File: src/rtl/tm1638_driver_gen.sv
`default_nettype none
// ============================================================================
// Module   : tm1638_driver_gen
// Brief    : Streams complete TM1638 frames into an SPI TX FIFO, one byte/cycle
// Revision : 1.0
// ============================================================================
module tm1638_driver_gen #(
   parameter int NUM_GRIDS      = 8,
   parameter int ADDR_MODE      = 0,
   parameter int SKIP_UNCHANGED = 1
) (
   input  logic                   i_Clk,
   input  logic                   i_Rst,
   input  logic [NUM_GRIDS*8-1:0] i_Segments,
   input  logic [NUM_GRIDS-1:0]   i_Leds,
   input  logic [2:0]             i_Brightness,
   input  logic                   i_Display_On,
   input  logic                   i_Valid,
   input  logic                   i_SPI_FIFO_Full,
   output logic [16:0]            o_Data,
   output logic                   o_Write,
   output logic                   o_Busy,
   output logic [2:0]             o_Diag_State
);

   localparam int c_SEG_W     = NUM_GRIDS * 8;
   localparam int c_FRAME_W   = c_SEG_W + NUM_GRIDS + 4;
   localparam int c_NUM_BYTES = 2 * NUM_GRIDS;
   localparam int c_IDX_W     = $clog2(c_NUM_BYTES);
   localparam logic [c_IDX_W-1:0] c_LAST_IDX = c_IDX_W'(c_NUM_BYTES - 1);
   localparam logic [7:0] c_MODE_CMD = (ADDR_MODE == 1) ? 8'h44 : 8'h40;

   typedef enum logic [2:0] {
      ST_IDLE = 3'd0,
      ST_MODE = 3'd1,
      ST_ADDR = 3'd2,
      ST_DATA = 3'd3,
      ST_CTRL = 3'd4
   } state_t;

   // Frame layout: {on, brightness[2:0], leds, segments}
   state_t                 r_state,      w_state_nxt;
   logic [c_IDX_W-1:0]     r_idx,        w_idx_nxt;
   logic [c_FRAME_W-1:0]   r_shadow,     w_shadow_nxt;
   logic [c_FRAME_W-1:0]   r_pending,    w_pending_nxt;
   logic                   r_pend_valid, w_pend_valid_nxt;
   logic [c_FRAME_W-1:0]   r_last,       w_last_nxt;
   logic                   r_last_valid, w_last_valid_nxt;

   logic [c_FRAME_W-1:0]   w_in_frame;
   logic [7:0]             w_byte;
   logic [7:0]             w_ctrl_byte;
   logic                   w_write;

   assign w_in_frame  = {i_Display_On, i_Brightness, i_Leds, i_Segments};
   assign w_ctrl_byte = {4'b1000, r_shadow[c_FRAME_W-1], r_shadow[c_SEG_W+NUM_GRIDS +: 3]};
   assign w_write     = (r_state != ST_IDLE) && !i_SPI_FIFO_Full;

   // Even index selects a segment byte, odd index the matching LED bit
   always_comb begin
      w_byte = 8'h00;
      for (int g = 0; g < NUM_GRIDS; g++) begin
         if ((int'(r_idx) >> 1) == g) begin
            w_byte = r_idx[0] ? {7'b0, r_shadow[c_SEG_W + g]} : r_shadow[g*8 +: 8];
         end
      end
   end

   always_ff @(posedge i_Clk) begin
      if (i_Rst) begin
         r_state      <= ST_IDLE;
         r_idx        <= '0;
         r_shadow     <= '0;
         r_pending    <= '0;
         r_pend_valid <= 1'b0;
         r_last       <= '0;
         r_last_valid <= 1'b0;
      end else begin
         r_state      <= w_state_nxt;
         r_idx        <= w_idx_nxt;
         r_shadow     <= w_shadow_nxt;
         r_pending    <= w_pending_nxt;
         r_pend_valid <= w_pend_valid_nxt;
         r_last       <= w_last_nxt;
         r_last_valid <= w_last_valid_nxt;
      end
   end

   always_comb begin
      w_state_nxt      = r_state;
      w_idx_nxt        = r_idx;
      w_shadow_nxt     = r_shadow;
      w_pending_nxt    = r_pending;
      w_pend_valid_nxt = r_pend_valid;
      w_last_nxt       = r_last;
      w_last_valid_nxt = r_last_valid;
      o_Data           = 17'h0_0000;

      // Requests arriving mid-frame coalesce into one pending slot
      if ((r_state != ST_IDLE) && i_Valid) begin
         w_pending_nxt    = w_in_frame;
         w_pend_valid_nxt = 1'b1;
      end

      case (r_state)
         ST_IDLE: begin
            if (i_Valid) begin
               w_shadow_nxt = w_in_frame;
               if (!((SKIP_UNCHANGED != 0) && r_last_valid && (w_in_frame == r_last))) begin
                  w_state_nxt = ST_MODE;
               end
            end
         end
         ST_MODE: begin
            o_Data = {1'b1, 8'h00, c_MODE_CMD};
            if (w_write) begin
               w_state_nxt = ST_ADDR;
               w_idx_nxt   = '0;
            end
         end
         ST_ADDR: begin
            o_Data = {1'b1, 8'h00, (ADDR_MODE == 1) ? (8'hC0 | 8'(r_idx)) : 8'hC0};
            if (w_write) begin
               w_state_nxt = ST_DATA;
            end
         end
         ST_DATA: begin
            o_Data = {1'b0, 8'h00, w_byte};
            if (w_write) begin
               if (r_idx == c_LAST_IDX) begin
                  w_state_nxt = ST_CTRL;
               end else begin
                  w_idx_nxt   = r_idx + c_IDX_W'(1);
                  w_state_nxt = (ADDR_MODE == 1) ? ST_ADDR : ST_DATA;
               end
            end
         end
         ST_CTRL: begin
            o_Data = {1'b1, 8'h00, w_ctrl_byte};
            if (w_write) begin
               w_last_nxt       = r_shadow;
               w_last_valid_nxt = 1'b1;
               w_state_nxt      = ST_IDLE;
               // Promotion compares against the frame that just became last-sent
               if (w_pend_valid_nxt) begin
                  w_pend_valid_nxt = 1'b0;
                  if (!((SKIP_UNCHANGED != 0) && (w_pending_nxt == r_shadow))) begin
                     w_shadow_nxt = w_pending_nxt;
                     w_state_nxt  = ST_MODE;
                  end
               end
            end
         end
         default: begin
            w_state_nxt = ST_IDLE;
         end
      endcase
   end

   assign o_Write      = w_write;
   assign o_Busy       = (r_state != ST_IDLE);
   assign o_Diag_State = r_state;

endmodule
`default_nettype wire

File: config.mk
export PLATFORM = sky130hd
export DESIGN_NAME = tm1638_driver_gen
export DESIGN_NICKNAME = d
export VERILOG_FILES = /design/src/rtl/tm1638_driver_gen.sv
export SDC_FILE = /design/constraint.sdc
export NUM_CORES = 1
export LEC_CHECK = 0
export BUFFER_PORTS_ARGS = -buffer_cell sky130_fd_sc_hd__buf_4
export CAP_MARGIN = 30
export CORE_MARGIN = 1.5
export CORE_UTILIZATION = 49
export CTS_CLUSTER_SIZE = 16
export DETAILED_ROUTE_END_ITERATION = 16
export GPL_TIMING_DRIVEN = 1
export MAX_ROUTING_LAYER = met4
export PLACE_DENSITY = 0.7
export SYNTH_ARGS = -nofsm -noshare
export SYNTH_HDL_FRONTEND = slang
export SYNTH_SLANG_ARGS = --single-unit
File: constraint.sdc
create_clock -name i_Clk -period 2.8 [get_ports i_Clk]
set_input_delay 0.14 -clock i_Clk [delete_from_list [all_inputs] [get_ports i_Clk]]
set_output_delay 0.14 -clock i_Clk [all_outputs]
set_load 0.02 [all_outputs]
==> flow_metrics.tcl <==
set metrics [dict create \
    die_y_microns 171 \
    synth-async-reset-ratio_pct 0 \
    path_cells "buf_4 > buf_4 > o31ai_2 > buf_6 > mux2i_4 > xnor2_1 > or4_4 > nor4_4 > nand4_4 > buf_4 > clkbuf_16 > a21oi_2 > a311oi_2" \
    post-route-worst-setup-slack_ps -558 \
    tightest_slew_ps 665 \
    synthSimpleGateAreaFrac_pct 24.8 \
    grt_max_degree 129 \
    dp_cells 2163 \
    use_met2_pct 54.1 \
    synth.distinct_cells 60 \
    crit_cells 13 \
    dieArea_sq_mm 0.0294 \
    design_area_sq_mm 0.0184 \
    drtPass1Iterations 5 \
    synth_top_family_by_area "simple AND/OR/NAND/NOR gates" \
    synthesis.area_sq_mm 0.0139 \
    ctsLongestPathBuffers 3 \
    synth_compound_area_share_pct 23.9 \
    synth.avg_cell_area_sq_um 8.39 \
    gr-usage-met1_pct 47.2 \
    root_buffer "clkbuf_16" \
    die_w_microns 171 \
    cpPeakStageDelay_ps 550 \
    grt_pass1_vias 13600 \
    busiest_layer "met2" \
    post_drt_wl_per_cell_microns 24.0 \
    io_pins 102 \
    yosys.area_share.xor_xnor_pct 5.04 \
    final_cells 2267 \
    core_area_sq_mm 0.0279 \
    drtIter0Drc 1733 \
    slew_viol_final 0 \
    synthCells 1656 \
    cts.sink_count 237 \
    slowest_stage "or4_4" \
    cts_tree "built" \
    crit_family "simple AND/OR/NAND/NOR gates" \
    gr-total-overflow 0 \
    setup_tns_ps -39240 \
    grt_setup_unrepaired "true" \
    fin_worst_skew_ps 14.7 \
    crit_required_ps 3210 \
    placed_area_sq_mm 0.0165 \
    cts-buffers-inserted 28 \
    synth-adder-area-share_pct 0.0900 \
    grt_usage_pct 37.1 \
    totalWireLength_microns 54300 \
    synthTopCellsByArea "dfxtp_1 34%, a21oi_1 6.0%, nand2_1 5.2%, mux2i_1 5.0%, a311oi_2 4.1%" \
    gp_congestion 0.972 \
    cp-end-kind "flip-flop" \
    drc 0 \
    r2r_cells 13 \
    p_leak_uw 0.00652 \
    antenna_found_initial 4 \
    violations "negative setup slack" \
    port_buffers 93 \
    ant_nets 0 \
    crit_type "reg2reg" \
    final_nets 1943 \
    path_buf_inv 5 \
    cp_max_fo 19 \
    avgViaCountPerCell 6.52 \
    crit_path_start_kind "flip-flop" \
    status "finished with violations" \
    finalHoldViolCount 0 \
    cp.arrival_ps 3770 \
    setup_viol 79 \
    finalCritPeriodShare_pct 120 \
    ys.flop_type "dfxtp_1" \
    hold_slack_ps 11.4 \
    cp_common_cell "buf_4" \
    grt_pass1_wl_microns 80000 \
    synth_seq_cells 237 \
    place_hpwl_microns 36900 \
    fin_util_pct 66.0 \
    synth.top_cell.area_share_pct 34.1 \
    synth-edff-count 0 \
    rows 61 \
    period_minus_slack_ps 3360 \
    start_util_pct 49.9 \
    fmax_mhz 298 \
    ir_worst_vdd_mv 0.527 \
    hold_depth 3 \
    synth_top_cell_by_area "dfxtp_1" \
    powerDensity_mw_per_mm2 680 \
    vias 14800 \
    grtUsageMet3_pct 8.35 \
    synthMuxAreaShare_pct 6.45 \
    drive_above_1_share_pct 28.2 \
    clk_pin_slew_ps 60 \
    hold_class "in2reg" \
    synth-seq-area-share_pct 34.1 \
    slew_headroom_pct 55.5 \
    clock_latency_ps 560 \
    yosysWarnings 0 \
    h-tree-depth 1 \
    maxCapViolCount 0 \
    syn_to_final_growth_pct 32.3 \
]
==> metal layers <==
layer	wire length (microns)	part of all wire (%)
met5	0	0
met3	5470	10
met4	3060	5.6
met2	23700	44
met1	22200	41
==> cell usage after synthesis (all sizes together) (22+ instances only) <==
cell type and n:
a21oi 166, a311oi 38, a31oi 83, and3 33, and4 29, buf 36, clkbuf 126, dfxtp 237
mux2i 70, nand2 192, nand2b 65, nand4 52, nor2 99, nor3 22, nor4b 30, o21ai 35
o311ai 56, or4b 57, xnor2 45, xor2 35
==> power breakdown <==
part	internal (uW)	switching [uW]
clock network	2490	1550
registers	3730	482
logic	2020	2220
total	8240	4260
==> path summary, 6_finish.rpt <==
kind | startpoint | to | slack [ps]
worst max-delay path | o_Diag_State[0]$_SDFFE_PP0P_ | r_shadow[50]$_SDFFE_PP0P_ | -560
worst min-delay path | i_Segments[0] | r_shadow[0]$_SDFFE_PP0P_ | 10
worst max register to register | o_Diag_State[0]$_SDFFE_PP0P_ | r_shadow[50]$_SDFFE_PP0P_ | -560
worst min register to register | r_last[2]$_SDFFE_PP0P_ | r_last[2]$_SDFFE_PP0P_ | 460
==> cell families after synthesis <==
kind of cell               after synthesis
and+or+nand+nor                        608
buffers and inverters                  181
adders and majority gates                1
muxes                                   79
AOI/OAI and AO/OA                      469
xor gates and xnor gates                80
DFF                                    237
other                                    1
==> through the flow <==
stage / power, uW / setup WS (ps)
after global placement: 8020 / -577
after CTS: 12300 / -442
final: 12500 / -558
after global routing: 12900 / -672
after detailed placement: 8100 / -557
after floorplan: 6490 / -29.3
==> placed cells by master, fill, tap and decap left out, drive strengths merged, types with 2 or more instances in the layout <==
master | synthesis | layout
o2111ai | 21 | 21
a311oi | 38 | 38
o221ai | 3 | 3
nand2b | 65 | 65
mux4 | 8 | 8
or4b | 57 | 57
dlygate4sd3 | 0 | 34
nor2b | 10 | 10
and4 | 29 | 29
o31ai | 3 | 3
o22ai | 5 | 5
o21a | 20 | 20
o311ai | 56 | 56
nor3 | 22 | 22
nand4 | 52 | 52
nor2 | 99 | 99
bufinv | 0 | 4
nand3 | 3 | 3
clkbuf | 126 | 40
diode | 0 | 5
nand2 | 192 | 192
a2111o | 2 | 2
o21ai | 35 | 35
xor2 | 35 | 35
a22o | 5 | 5
and3 | 33 | 33
dfxtp | 237 | 237
clkinv | 1 | 10
mux2i | 70 | 70
conb | 1 | 8
nor4b | 30 | 30
a31oi | 83 | 83
a211oi | 4 | 4
a21oi | 166 | 166
inv | 18 | 19
xnor2 | 45 | 45
buf | 36 | 294
nor4 | 13 | 13
a21boi | 20 | 20
==> layout make-up <==
class | count | area (sq um)
inverters | 19 | 71.3
diodes | 5 | 12.5
repair buffers | 331 | 2980
well taps | 378 | 473
fillers | 2248 | 9470
multi-input cells | 1245 | 9070
flip-flops and latches | 237 | 4760
clock buffers | 37 | 848
clock inverters | 15 | 181
==> registers in the layout, indices dropped and copies added, names as in the netlist <==
name / count
r_last_valid: 1
o_Diag_State: 3
r_last: 76
r_pending: 76
r_idx: 4
r_pend_valid: 1
r_shadow: 76
==> worst min-delay path: stages <==
cell       delay, ps
buf_4            110
o2111ai_2        130
a21oi_1          150
==> repair_timing <==
item,4_1_cts,5_1_grt
setup buffers,3,6
gates cloned,1,3
pin swaps,2,9
hold buffers,34,0
hold endpoints to repair,41,0
endpoints found under the setup margin,84,84
resized for setup,53,42
No activity file was read; power rests on OpenSTA's default activity.
